## config.mk

```make
export PLATFORM = sky130hd
export DESIGN_NAME = mul_share_arbiter_flat
export DESIGN_NICKNAME = d
export VERILOG_FILES = /design/src/rtl/mul_share_arbiter_if.sv /design/src/rtl/mul_share_arbiter.sv /design/src/flat_wrapper.sv
export SDC_FILE = /design/constraint.sdc
export NUM_CORES = 1
export LEC_CHECK = 0
export BUFFER_PORTS_ARGS = -buffer_cell sky130_fd_sc_hd__buf_2
export CAP_MARGIN = 20
export CORE_ASPECT_RATIO = 0.8
export CORE_MARGIN = 5
export CORE_UTILIZATION = 45
export CTS_CLUSTER_SIZE = 14
export DETAILED_ROUTE_END_ITERATION = 6
export HOLD_SLACK_MARGIN = 0.12
export PLACE_DENSITY = 0.86
export SYNTH_ARGS = -nofsm -noshare
export SYNTH_HDL_FRONTEND = slang
export SYNTH_SLANG_ARGS = --single-unit
```

## constraint.sdc

```tcl
create_clock -name clk -period 2.2 [get_ports clk]
set_input_delay 0.22 -clock clk [delete_from_list [all_inputs] [get_ports clk]]
set_output_delay 0.22 -clock clk [all_outputs]
set_load 0.05 [all_outputs]
```

## src/rtl/mul_share_arbiter_if.sv

```systemverilog
// Bundle of request, response and multiplier-side signals for mul_share_arbiter.
// The slave modport is the arbiter; the master modport is the client/multiplier environment.
interface mul_share_arbiter_if #(
  parameter int MAG_W = 2
);
  logic               req0_valid;
  logic               req0_ready;
  logic [MAG_W:0]     req0_a;
  logic [MAG_W:0]     req0_b;
  logic               req1_valid;
  logic               req1_ready;
  logic [MAG_W:0]     req1_a;
  logic [MAG_W:0]     req1_b;
  logic               resp0_valid;
  logic               resp0_ready;
  logic [2*MAG_W:0]   resp0_product;
  logic               resp0_zero;
  logic               resp1_valid;
  logic               resp1_ready;
  logic [2*MAG_W:0]   resp1_product;
  logic               resp1_zero;
  logic [MAG_W:0]     mul_a;
  logic [MAG_W:0]     mul_b;
  logic [2*MAG_W:0]   mul_product;
  logic               mul_zero;
  logic               busy;

  modport slave (
    input  req0_valid, req0_a, req0_b, req1_valid, req1_a, req1_b,
    input  resp0_ready, resp1_ready, mul_product, mul_zero,
    output req0_ready, req1_ready,
    output resp0_valid, resp0_product, resp0_zero,
    output resp1_valid, resp1_product, resp1_zero,
    output mul_a, mul_b, busy
  );

  modport master (
    output req0_valid, req0_a, req0_b, req1_valid, req1_a, req1_b,
    output resp0_ready, resp1_ready, mul_product, mul_zero,
    input  req0_ready, req1_ready,
    input  resp0_valid, resp0_product, resp0_zero,
    input  resp1_valid, resp1_product, resp1_zero,
    input  mul_a, mul_b, busy
  );
endinterface

```

## src/rtl/mul_share_arbiter.sv

```systemverilog
// Round-robin arbiter sharing one combinational sign-magnitude multiplier between two
// requesters; one transaction in flight, IDLE -> EXEC -> RESP.
module mul_share_arbiter #(
  parameter int MAG_W = 2
) (
  input  logic                clk,
  input  logic                rst,
  mul_share_arbiter_if.slave  bus
);
  localparam int OP_W = MAG_W + 1;
  localparam int PR_W = 2 * MAG_W + 1;

  typedef enum logic [1:0] {IDLE, EXEC, RESP} state_t;

  state_t            r_state;
  logic              r_prio1;   // 1: requester 1 wins a tie
  logic              r_owner;
  logic              r_busy;
  logic [OP_W-1:0]   r_mul_a;
  logic [OP_W-1:0]   r_mul_b;
  logic              r_resp0_valid;
  logic              r_resp1_valid;
  logic [PR_W-1:0]   r_resp0_product;
  logic [PR_W-1:0]   r_resp1_product;
  logic              r_resp0_zero;
  logic              r_resp1_zero;
  logic              w_grant0;
  logic              w_grant1;
  logic              w_resp_take;

  always_comb begin
    w_grant1    = bus.req1_valid & (~bus.req0_valid | r_prio1);
    w_grant0    = bus.req0_valid & ~w_grant1;
    w_resp_take = r_owner ? bus.resp1_ready : bus.resp0_ready;
  end

  assign bus.req0_ready    = (r_state == IDLE) & w_grant0;
  assign bus.req1_ready    = (r_state == IDLE) & w_grant1;
  assign bus.resp0_valid   = r_resp0_valid;
  assign bus.resp1_valid   = r_resp1_valid;
  assign bus.resp0_product = r_resp0_product;
  assign bus.resp1_product = r_resp1_product;
  assign bus.resp0_zero    = r_resp0_zero;
  assign bus.resp1_zero    = r_resp1_zero;
  assign bus.mul_a         = r_mul_a;
  assign bus.mul_b         = r_mul_b;
  assign bus.busy          = r_busy;

  // The multiplier operand registers double as the latched request operands:
  // they are non-zero only while in EXEC.
  always_ff @(posedge clk) begin
    if (rst) begin
      r_state         <= IDLE;
      r_prio1         <= 1'b0;
      r_owner         <= 1'b0;
      r_busy          <= 1'b0;
      r_mul_a         <= '0;
      r_mul_b         <= '0;
      r_resp0_valid   <= 1'b0;
      r_resp1_valid   <= 1'b0;
      r_resp0_product <= '0;
      r_resp1_product <= '0;
      r_resp0_zero    <= 1'b0;
      r_resp1_zero    <= 1'b0;
    end else begin
      case (r_state)
        IDLE: begin
          if (w_grant0 | w_grant1) begin
            r_mul_a <= w_grant1 ? bus.req1_a : bus.req0_a;
            r_mul_b <= w_grant1 ? bus.req1_b : bus.req0_b;
            r_owner <= w_grant1;
            r_busy  <= 1'b1;
            r_state <= EXEC;
          end
        end
        EXEC: begin
          if (r_owner) begin
            r_resp1_product <= bus.mul_product;
            r_resp1_zero    <= bus.mul_zero;
            r_resp1_valid   <= 1'b1;
          end else begin
            r_resp0_product <= bus.mul_product;
            r_resp0_zero    <= bus.mul_zero;
            r_resp0_valid   <= 1'b1;
          end
          r_mul_a <= '0;
          r_mul_b <= '0;
          r_state <= RESP;
        end
        RESP: begin
          if (w_resp_take) begin
            r_resp0_valid <= 1'b0;
            r_resp1_valid <= 1'b0;
            r_prio1       <= ~r_owner;
            r_busy        <= 1'b0;
            r_state       <= IDLE;
          end
        end
        default: r_state <= IDLE;
      endcase
    end
  end
endmodule
```

## src/flat_wrapper.sv

```systemverilog
// flat-port wrapper written by rule: the top's interface ports become plain ports
module mul_share_arbiter_flat 
#(
  parameter int MAG_W = 2
)
  (clk, rst, bus_req0_valid, bus_req0_a, bus_req0_b, bus_req1_valid, bus_req1_a, bus_req1_b, bus_resp0_ready, bus_resp1_ready, bus_mul_product, bus_mul_zero, bus_req0_ready, bus_req1_ready, bus_resp0_valid, bus_resp0_product, bus_resp0_zero, bus_resp1_valid, bus_resp1_product, bus_resp1_zero, bus_mul_a, bus_mul_b, bus_busy);
  mul_share_arbiter_if #(.MAG_W(MAG_W)) bus_i ();
  input  logic clk;
  input  logic rst;
  input wire logic [$bits(bus_i.req0_valid)-1:0] bus_req0_valid;
  input wire logic [$bits(bus_i.req0_a)-1:0] bus_req0_a;
  input wire logic [$bits(bus_i.req0_b)-1:0] bus_req0_b;
  input wire logic [$bits(bus_i.req1_valid)-1:0] bus_req1_valid;
  input wire logic [$bits(bus_i.req1_a)-1:0] bus_req1_a;
  input wire logic [$bits(bus_i.req1_b)-1:0] bus_req1_b;
  input wire logic [$bits(bus_i.resp0_ready)-1:0] bus_resp0_ready;
  input wire logic [$bits(bus_i.resp1_ready)-1:0] bus_resp1_ready;
  input wire logic [$bits(bus_i.mul_product)-1:0] bus_mul_product;
  input wire logic [$bits(bus_i.mul_zero)-1:0] bus_mul_zero;
  output wire logic [$bits(bus_i.req0_ready)-1:0] bus_req0_ready;
  output wire logic [$bits(bus_i.req1_ready)-1:0] bus_req1_ready;
  output wire logic [$bits(bus_i.resp0_valid)-1:0] bus_resp0_valid;
  output wire logic [$bits(bus_i.resp0_product)-1:0] bus_resp0_product;
  output wire logic [$bits(bus_i.resp0_zero)-1:0] bus_resp0_zero;
  output wire logic [$bits(bus_i.resp1_valid)-1:0] bus_resp1_valid;
  output wire logic [$bits(bus_i.resp1_product)-1:0] bus_resp1_product;
  output wire logic [$bits(bus_i.resp1_zero)-1:0] bus_resp1_zero;
  output wire logic [$bits(bus_i.mul_a)-1:0] bus_mul_a;
  output wire logic [$bits(bus_i.mul_b)-1:0] bus_mul_b;
  output wire logic [$bits(bus_i.busy)-1:0] bus_busy;
  assign bus_i.req0_valid = bus_req0_valid;
  assign bus_i.req0_a = bus_req0_a;
  assign bus_i.req0_b = bus_req0_b;
  assign bus_i.req1_valid = bus_req1_valid;
  assign bus_i.req1_a = bus_req1_a;
  assign bus_i.req1_b = bus_req1_b;
  assign bus_i.resp0_ready = bus_resp0_ready;
  assign bus_i.resp1_ready = bus_resp1_ready;
  assign bus_i.mul_product = bus_mul_product;
  assign bus_i.mul_zero = bus_mul_zero;
  assign bus_req0_ready = bus_i.req0_ready;
  assign bus_req1_ready = bus_i.req1_ready;
  assign bus_resp0_valid = bus_i.resp0_valid;
  assign bus_resp0_product = bus_i.resp0_product;
  assign bus_resp0_zero = bus_i.resp0_zero;
  assign bus_resp1_valid = bus_i.resp1_valid;
  assign bus_resp1_product = bus_i.resp1_product;
  assign bus_resp1_zero = bus_i.resp1_zero;
  assign bus_mul_a = bus_i.mul_a;
  assign bus_mul_b = bus_i.mul_b;
  assign bus_busy = bus_i.busy;
  mul_share_arbiter #(.MAG_W(MAG_W)) u_core (.clk(clk), .rst(rst), .bus(bus_i));
endmodule
```

==> run_results.csv <==
group,metric,value,unit
global_route,first_global_vias,1024,
detailed_routing,first_iter_violations,63,
detailed_routing,wirelength,2860,microns
global_route,grt_antenna_before_repair,0,
detailed_routing,wl_per_cell,14.7,microns
power,p_sw,0.000451,W
yosys,synth_area_leader_cell,"dfxtp_1",
global_route,grt_pass1_wl,4540,microns
die,die_h,53.7,microns
yosys,synth_cells,126,
timing,rsz0062_at_grt,"false",
finish,final_cells,195,
timing,fin_skew,2.48,ps
yosys,synth-edff-count,0,
yosys,synthesis.area_per_instance,8.54,sq um
timing,hold_violations,0,
detailed_routing,dr_wl_met3,160,microns
power,peakVddDrop,0.500,mV
global_route,track_usage,16.8,%
clocking,clk_latency,310,ps
finish,layout_commonest_cell,"buf_2",
yosys,ys_ff_latch,25,
yosys,ys_seq_area_share,46.5,%
yosys,synth_warnings,0,
detailed_routing,wl_met1,1200,microns
clocking,clockBufferDepth,2,
power,p_leak,0.637,nW
die,die-area,3480,sq um
critical_path,required,1980,ps
critical_path,arrival,1640,ps
finish,insertedDiodeCount,0,
place,port_buffers,46,
critical_path,startpoint_type,"flip-flop",
yosys,yosysTopAreaCellShare,46.5,%
timing,setup_viol,0,
power,power_frac_seq,47.3,%
yosys,ys.flop_type,"dfxtp_1",
yosys,synth_area_leaders,"dfxtp_1, nand2_1, a21oi_1",
clocking,tritoncts,"built",
min_path,hp-class,"in -> reg",
yosys,async_flop_share,0,%
global_route,grt_max_degree,22,
critical_path,setup.worst_path.end_class,"output port",
clocking,h-tree-depth,1,
power,total_power,0.00113,W
detailed_routing,dr.max_layer_used,"met4",
power,powerDensity,843,nW/um^2
timing,slew_viol_final,0,
detailed_routing,via_per_inst,5.55,
power,p_sw_share,39.9,%
yosys,syn_nets,154,
place,dp_hpwl,2170,microns
detailed_routing,num_vias,1082,
critical_path,crit_type,"reg -> out",
flow_run,cap_viol_max_count,0,
timing,tightestPinTransition,479,ps
global_route,grt_overflow,0,
timing,slew-limit-headroom,67.1,%
die,coreArea,2210,sq um
place,place_ws,501,ps
detailed_routing,wl_met2,1450,microns
place,dp_cells,191,
clocking,cts-root-buf,"clkbuf_4",
timing,clock.fmax,537,MHz
finish,layout-drive-gt1-share,31.8,%
yosys,synth_area,1080,sq um
die,die_w,64.7,microns
power,cellInternalPower,0.000680,W
die,rows,15,
clocking,post_cts_buffers,0,
detailed_routing,drtPass1Iterations,4,
outcome,status,"completed",
clocking,hold_buffers,0,
finish,final_cell_mix,"buf_2, dfxtp_1, nand2_1, a21oi_1, mux2i_1",
timing,hold_slack,148,ps
detailed_routing,ant_nets,0,
clocking,cts_inserted_buffers,3,
detailed_routing,drc,0,
timing,setup_ws,337,ps
finish,fin_nets,199,
clocking,path_clk_slew,130,ps
place,place.gp.congestion,0.800,
clocking,post_cts_resized,0,
yosys,yosysUniqueCellTypes,25,
power,combPwrFrac,35.1,%
clocking,cts.sinks,25,
critical_path,worst-path-max-fanout,7,
finish,syn_to_final_growth,24.7,%
power,clkPwrFrac,17.6,%
timing,finalCriticalPeriod,1860,ps
timing,setup_tns,0,ps
die,io_pins,47,
die,start_util,48.6,%
timing,finalCritPeriodShare,84.7,%
[cell type report]
class	instances	area [sq um]
tap	25	31.3
clock buffer	3	22.5
sequential	25	500
timing repair buffer	46	230
multi-input combinational	89	529
inverter	6	22.5
fill	190	873
clock inverter	1	5.00
[through the flow]
stage	util, %	instance area, sq um
after floorplan	-	1080
after detailed placement	59.3	1310
after CTS	60.6	1340
after global placement	59.3	1310
final	60.6	1340
after global routing	60.6	1340
[cells in the mapped netlist, types with 2 or more instances]
cell,count
a31oi_1,2
o2bb2ai_1,6
ha_1,4
nand3_1,6
mux2i_1,8
o21ai_0,2
nand2_1,23
nor2_1,7
nor3_1,4
clkbuf_1,5
dfxtp_1,25
inv_1,5
a21oi_1,17
[power groups by stage]
| stage | sequential (W) | combinational, W | clock, W |
|---|---|---|---|
| CTS | 0.000534 | 0.000396 | 0.000202 |
| global placement | 0.000539 | 0.000379 | 0 |
| finish | 0.000535 | 0.000397 | 0.000199 |
| detailed placement | 0.000543 | 0.000392 | 0 |
| floorplan | 0.000664 | 0.000171 | 0 |
| global route | 0.000541 | 0.000427 | 0.000216 |
[sequential cells by signal, indices dropped and copies added (netlist names)]
signal,flops
u_core.bus.resp0_valid,1
u_core.bus.busy,1
u_core.r_prio1,1
u_core.bus.mul_b,3
u_core.bus.resp1_zero,1
u_core.r_owner,1
u_core.bus.mul_a,3
u_core.bus.resp1_valid,1
u_core.bus.resp1_product,5
u_core.bus.resp0_product,5
u_core.r_state,2
u_core.bus.resp0_zero,1
[layer usage]
metal  GRT usage (%)  vias up
met1            19.4      498
li1                -      525
met2            30.7       55
met5               0        -
met3            3.76        4
met4            6.67        0
[worst max-delay path, stage by stage (launching register included)]
cell and delay, ps:
dfxtp_1 390, inv_1 120, ha_1 300, inv_2 80, nor2_1 150, buf_2 290
[final timing paths]
path	start	end	slack, ps	cells after the start
worst min-delay path	bus_mul_product[1]	u_core.bus.resp0_product[1]$_SDFFE_PP0P_	150	3
worst max register to register	u_core.r_state[0]$_SDFFE_PP0P_	u_core.bus.mul_b[0]$_SDFFE_PP0P_	380	5
worst max-delay path	u_core.r_state[0]$_SDFFE_PP0P_	bus_req1_ready	340	5
worst min register to register	u_core.bus.resp0_zero$_SDFFE_PP0P_	u_core.bus.resp0_zero$_SDFFE_PP0P_	470	2
[kinds of logic after synthesis]
group	synth area share, %
AOI/OAI and AO/OA	19.4
adders and majority gates	4.65
buffers and inverters	4.30
DFF	46.5
muxes	7.44
and+or+nand+nor	17.7
(Power assumes the default switching activity.)
